### config.mk
export PLATFORM = sky130hd
export DESIGN_NAME = macc_writeback
export DESIGN_NICKNAME = d
export VERILOG_FILES = /design/src/rtl/macc_writeback_pkg.sv /design/src/rtl/macc_wb_fifo.sv /design/src/rtl/macc_writeback.sv
export SDC_FILE = /design/constraint.sdc
export NUM_CORES = 1
export LEC_CHECK = 0
export BUFFER_PORTS_ARGS = -buffer_cell sky130_fd_sc_hd__buf_2
export CORE_UTILIZATION = 40
export CTS_CLUSTER_SIZE = 14
export DETAILED_ROUTE_END_ITERATION = 10
export GPL_TIMING_DRIVEN = 0
export PLACE_DENSITY_LB_ADDON = 0.25
export SLEW_MARGIN = 25
export SYNTH_ARGS = -nofsm -noshare
export SYNTH_HDL_FRONTEND = slang
export SYNTH_HIERARCHICAL = 1
export SYNTH_SLANG_ARGS = --single-unit
### constraint.sdc
create_clock -name clk -period 6.5 [get_ports clk]
set_input_delay 0.325 -clock clk [delete_from_list [all_inputs] [get_ports clk]]
set_output_delay 0.325 -clock clk [all_outputs]
set_load 0.01 [all_outputs]
### src/rtl/macc_writeback_pkg.sv
// macc_writeback_pkg: shared default sizes and saturation bounds for the MACC writeback block.
package macc_writeback_pkg;
  localparam int DEF_IN_WIDTH   = 32;
  localparam int DEF_OUT_WIDTH  = 16;
  localparam int DEF_PACK_NUM   = 4;
  localparam int DEF_FIFO_DEPTH = 8;
  function automatic logic signed [63:0] sat_max(input int ow);
    return (64'sd1 <<< (ow - 1)) - 64'sd1;
  endfunction
  function automatic logic signed [63:0] sat_min(input int ow);
    return -(64'sd1 <<< (ow - 1));
  endfunction
endpackage

### src/rtl/macc_wb_fifo.sv
// macc_wb_fifo: registered word FIFO carrying a tile-end tag; head word is zero while empty.
module macc_wb_fifo #(
  parameter int W     = 64,
  parameter int DEPTH = 8
) (
  input  logic         clk,
  input  logic         reset,
  input  logic         push,
  input  logic         pop,
  input  logic [W-1:0] din,
  input  logic         din_last,
  output logic         full,
  output logic         empty,
  output logic [W-1:0] dout,
  output logic         dout_last
);
  localparam int AW = $clog2(DEPTH);
  localparam int CW = AW + 1;
  logic [W:0] mem_q [DEPTH];
  logic [W:0] mem_d [DEPTH];
  logic [AW-1:0] wr_q, wr_d, rd_q, rd_d;
  logic [CW-1:0] cnt_q, cnt_d;
  logic push_ok, pop_ok;
  assign full  = cnt_q == CW'(DEPTH);
  assign empty = cnt_q == '0;
  assign push_ok = push && !full;
  assign pop_ok  = pop && !empty;
  assign {dout_last, dout} = empty ? '0 : mem_q[rd_q];
  always_comb begin
    mem_d = mem_q;
    if (push_ok) mem_d[wr_q] = {din_last, din};
    wr_d  = push_ok ? wr_q + AW'(1) : wr_q;
    rd_d  = pop_ok ? rd_q + AW'(1) : rd_q;
    cnt_d = cnt_q + CW'(push_ok) - CW'(pop_ok);
  end
  always_ff @(posedge clk) begin
    mem_q <= mem_d;
    if (reset) begin
      wr_q  <= '0;
      rd_q  <= '0;
      cnt_q <= '0;
    end else begin
      wr_q  <= wr_d;
      rd_q  <= rd_d;
      cnt_q <= cnt_d;
    end
  end
endmodule

### src/rtl/macc_writeback.sv
// macc_writeback: saturates MACC results, packs PACK_NUM lanes per word and queues words in a FIFO.
// Define MACC_WRITEBACK_RELU_EN to zero negative inputs before saturation.
module macc_writeback
  import macc_writeback_pkg::*;
#(
  parameter int IN_WIDTH   = DEF_IN_WIDTH,
  parameter int OUT_WIDTH  = DEF_OUT_WIDTH,
  parameter int PACK_NUM   = DEF_PACK_NUM,
  parameter int FIFO_DEPTH = DEF_FIFO_DEPTH
) (
  input  logic                          clk,
  input  logic                          reset,
  input  logic                          in_valid,
  input  logic [IN_WIDTH-1:0]           in_data,
  input  logic                          in_last,
  output logic                          in_ready,
  output logic                          out_valid,
  input  logic                          out_ready,
  output logic [PACK_NUM*OUT_WIDTH-1:0] out_data,
  output logic                          out_last,
  output logic                          sat_flag,
  input  logic                          clear_flag
);
  localparam int LW = $clog2(PACK_NUM);
  localparam int WW = PACK_NUM * OUT_WIDTH;
  localparam logic signed [63:0] SMAX = sat_max(OUT_WIDTH);
  localparam logic signed [63:0] SMIN = sat_min(OUT_WIDTH);
  logic signed [IN_WIDTH-1:0] in_s;
  logic signed [63:0] x, clamped;
  logic [OUT_WIDTH-1:0] lane_val;
  logic [LW-1:0] lane_cnt_q, lane_cnt_d;
  logic [WW-1:0] pack_q, pack_d, word;
  logic sat_q, sat_d, sat, xfer, push, fifo_full, fifo_empty;
  assign in_s = in_data;
  assign xfer = in_valid && in_ready;
  assign push = xfer && (in_last || lane_cnt_q == LW'(PACK_NUM - 1));
  assign in_ready  = !fifo_full;
  assign out_valid = !fifo_empty;
  assign sat_flag  = sat_q;
  always_comb begin
`ifdef MACC_WRITEBACK_RELU_EN
    x = in_s[IN_WIDTH-1] ? '0 : 64'(in_s);
`else
    x = 64'(in_s);
`endif
    sat = x > SMAX || x < SMIN;
    clamped = x > SMAX ? SMAX : x < SMIN ? SMIN : x;
    lane_val = OUT_WIDTH'(clamped);
    word = pack_q;
    for (int i = 0; i < PACK_NUM; i++)
      if (lane_cnt_q == LW'(i)) word[i*OUT_WIDTH +: OUT_WIDTH] = lane_val;
    pack_d = push ? '0 : xfer ? word : pack_q;
    lane_cnt_d = push ? '0 : xfer ? lane_cnt_q + LW'(1) : lane_cnt_q;
    // A saturating transfer outranks a simultaneous clear.
    sat_d = (xfer && sat) ? 1'b1 : clear_flag ? 1'b0 : sat_q;
  end
  always_ff @(posedge clk) begin
    if (reset) begin
      lane_cnt_q <= '0;
      pack_q     <= '0;
      sat_q      <= 1'b0;
    end else begin
      lane_cnt_q <= lane_cnt_d;
      pack_q     <= pack_d;
      sat_q      <= sat_d;
    end
  end
  macc_wb_fifo #(.W(WW), .DEPTH(FIFO_DEPTH)) u_fifo (
    .clk       (clk),
    .reset     (reset),
    .push      (push),
    .pop       (out_ready),
    .din       (word),
    .din_last  (in_last),
    .full      (fifo_full),
    .empty     (fifo_empty),
    .dout      (out_data),
    .dout_last (out_last)
  );
endmodule

==> results.tsv <==
stage	metric	value	unit
logic_synthesis	asr flop ratio synth	0	%
floorplan	Starting Density	40.4	%
worst_hold_path	Hold Path Cell Cnt	1	
global_routing	number of global-route vias before repair	12500	
logic_synthesis	flops & latches, synth	597	
layout	n_diodes	0	
worst_hold_path	worst hold-check path type	input pin to register	
detailed_routing	via/cell ratio	5.46	
setup_path	reg2reg path depth	13	
setup_path	Cell Chain, Critical Path	inv_1, ha_1, or3b_2, inv_1, nor2b_1, o21a_1, nand3_1, nor3_2, buf_6, buf_6, buf_4, buf_4, buf_6	
floorplan	Die Wd	243	um
worst_hold_path	min-delay src	in_last	
placement	Final Wtd Congestion	0.780	
setup_path	crit path from	u_fifo/cnt_q[2]$_SDFF_PP0_	
detailed_routing	drt wl/cell	24.5	um
global_routing	first-pass GRT wire length	81500	um
global_routing	aggregate global-route resource usage	18.8	%
clocking	CTS max path bufs	3	
setup_path	Crit path required time	6820	ps
floorplan	DIE HEIGHT	243	um
timing	Tcrit/Tclk final	59.3	%
logic_synthesis	Synth Cell Area	23300	um2
setup_path	RR Startpoint	u_fifo/cnt_q[2]$_SDFF_PP0_	
setup_path	capturing element type of the critical path	register	
placement	placed cells	2131	
layout	share of layout cells above drive strength 1	30.3	%
logic_synthesis	post-synth cell types	44	
logic_synthesis	Syn Nets	1271	
timing	Pins Over Slew Limit	0	
clocking	TritonCTS buffer count	58	
logic_synthesis	Yosys warning total	6	
floorplan	Core ar.	57600	um2
power_and_ir_drop	Peak VDD IR	205	uV
floorplan	I/O Pins	106	
clocking	# H-tree levels	2	
placement	Post-DP Area	25600	um2
detailed_routing	routed via count	12200	
global_routing	largest net degree at the start of global routing	20	
floorplan	cell row count	88	
logic_synthesis	Seq/Total Area, Yosys	73.7	%
setup_path	CP max FO	7	
setup_path	CP max stage delay	660	ps
power_and_ir_drop	Pleak	9.03	nW
timing	Clock Skews	14.3	ps
setup_path	slowest CP cell	nor3_2	
detailed_routing	TritonRoute pass-1 iters	8	
timing	Max Clk Rate	259	MHz
job	Max Cap Viol	0	
logic_synthesis	post-synth top area cell	edfxtp_1	
clocking	Clock transition at path regs	60	ps
detailed_routing	ANT nets after route	0	
logic_synthesis	share of the synthesized area in the top cell type	67.1	%
detailed_routing	DRT iter0 DRCs	1217	
timing	Worst Tran Pin Value	1050	ps
timing	hold slack	29.7	ps
placement	Post-DP HPWL	37000	um
setup_path	type of the worst setup path	register to register	
clocking	Skew-Pair Late Insertion Delay	600	ps
clocking	Post-CTS Setup Inserts	0	
layout	final cell count without fillers	2241	
outcome	status	complete, but fails checks	
clocking	CTS Sinks	597	
clocking	CTS tree	yes	
timing	fin crit period	3860	ps
logic_synthesis	top_reg_cell synth	edfxtp_1	
layout	fin nets	1480	
layout	filler instances	4778	
layout	Reg area	17200	um2
clocking	root buf cell	clkbuf_16	
setup_path	Worst EP arrival	4170	ps
layout	design area	27500	um2
logic_synthesis	number of synthesized flops with an enable pin	520	
layout	Final Util	47.8	%
setup_path	CP startpoint kind	register	
timing	Worst slew margin	30.1	%
power_and_ir_drop	pwr dens	377	nW/um2
global_routing	antenna violations before repair	1	
outcome	failing checks	DRC	
layout	multi-input logic area	5750	um2
logic_synthesis	Synth Instances	1220	
timing	final setup violation count	0	
detailed_routing	Post-Route WL	55000	um
timing	Final Hold Vio Count	0	
detailed_routing	DRC Markers	1	
placement	port bufs	105	
floorplan	die area	59200	um2
layout	area grow syn2layout	18.2	%
logic_synthesis	average size of a mapped cell	19.1	um2
global_routing	GR Overflow Total	0	
timing	RSZ-0062 raised after global routing	no	
logic_synthesis	top cells by area, synth	edfxtp_1, mux4_2, dfxtp_1	
setup_path	cell repeated most along the worst path	buf_6	
==> layout by cell type (no fill, tap or decap), types with 2 or more instances in the layout <==
master,n
a211oi_1,15
a211oi_2,30
a21oi_1,71
a21oi_4,10
a22o_1,65
and2_1,18
buf_12,6
buf_16,15
buf_2,118
buf_4,15
buf_6,12
buf_8,7
bufinv_16,7
clkbuf_1,60
clkbuf_16,61
clkbuf_8,2
clkinv_1,14
clkinv_2,8
clkinvlp_4,2
dfxtp_1,77
dlygate4sd3_1,3
edfxtp_1,520
ha_1,12
inv_1,14
mux2_2,6
mux2i_1,4
mux4_2,130
nand2_1,2
nand2b_1,3
nand3_1,4
nand4_1,3
nor2_1,121
nor2_4,6
nor2b_1,4
nor4_1,4
o21ai_0,5
or3_1,2
==> sequential cells by signal, indices dropped and copies added, names as in the netlist <==
register      flops
u_fifo/mem_q    520
pack_q           64
u_fifo/wr_q       3
lane_cnt_q        2
sat_flag          1
u_fifo/cnt_q      4
u_fifo/rd_q       3
==> kinds of logic (layout without fill, tap and decap cells) <==
logic type,count (synthesis),count (layout),share of synthesized area (%)
XOR/XNOR,2,2,0.0752
flip-flops,597,597,73.7
AO/OA/AOI/OAI,204,204,7.27
adder cells (fa/ha/maj),13,13,0.731
AND/OR/NAND/NOR,173,173,3.29
multiplexers,140,140,13.0
buffers and inverters,91,347,1.91
==> cells in the mapped netlist, drive strengths merged (2+ instances only) <==
library cell / instances
dfxtp: 77
nor4: 4
nor2: 127
nand4: 4
nor3: 2
buf: 28
a211oi: 45
ha: 12
a22o: 65
clkbuf: 48
mux2: 6
o21ai: 5
nand3: 4
nand2b: 3
edfxtp: 520
and2: 18
or3: 2
a21oi: 82
nand2: 2
or3b: 2
mux4: 130
nor2b: 4
inv: 15
mux2i: 4
==> through the flow <==
step / total power [W] / setup slack, ps / TNS (ps)
finish: 0.0104 / 2640 / 0
global route: 0.0108 / 2420 / 0
CTS: 0.0105 / 2600 / 0
detailed placement: 0.00711 / 2600 / 0
global placement: 0.00705 / -5480 / -1102300
floorplan: 0.00619 / 166 / 0
==> area by class of cell <==
type                       instances  share of cell area [%]
sequential                       597                    62.3
multi-input combinational        532                    20.9
clock buffer                      75                    5.81
timing repair buffer             149                    4.73
tap                              765                    3.48
buffer                            76                    1.41
clock inverter                    32                    1.17
inverter                          15                   0.205
==> worst max-delay path, delay by kind of cell, from the launching register on <==
family                     cells  cell delay, ps
buffers and inverters          7            1070
AOI/OAI and AO/OA              1             360
and+or+nand+nor                4            1640
adders and majority gates      1             190
DFF                            1             300
==> metal layers <==
layer  part of all wire, %  routed length [um]  GRT usage (%)  vias to the layer above
li1                      -                   -              -                     5356
met1                    44               24100           26.2                     6415
met2                    48               26400           30.0                      378
met3                   6.3                3440           4.12                       86
met4                   2.0                1100           4.61                        2
met5                 0.015                   8              0                        -
==> final timing paths <==
| kind | endpoint | slack [ps] |
|---|---|---|
| max | u_fifo/mem_q[399]$_DFFE_PP_ | 2640 |
| min | u_fifo/mem_q[64]$_DFFE_PP_ | 30 |
| max reg2reg | u_fifo/mem_q[399]$_DFFE_PP_ | 2640 |
| min reg2reg | pack_q[60]$_SDFFE_PP0P_ | 470 |
==> power by group <==
part / internal (W) / switching [W] / total, W / leakage [nW]
Combinational: 0.000996 / 0.00144 / 0.00243 / 2.77
Clock: 0.00200 / 0.00139 / 0.00339 / 0.933
Sequential: 0.00450 / 0.0000517 / 0.00455 / 5.33
Total: 0.00750 / 0.00288 / 0.0104 / 9.03
==> timing repair <==
action,in CTS,in global routing
hold buffers,3,0
hold endpoints to repair,2,0
resized for setup,0,0
setup endpoints to repair,0,0
No activity file was read; power rests on OpenSTA's default activity.
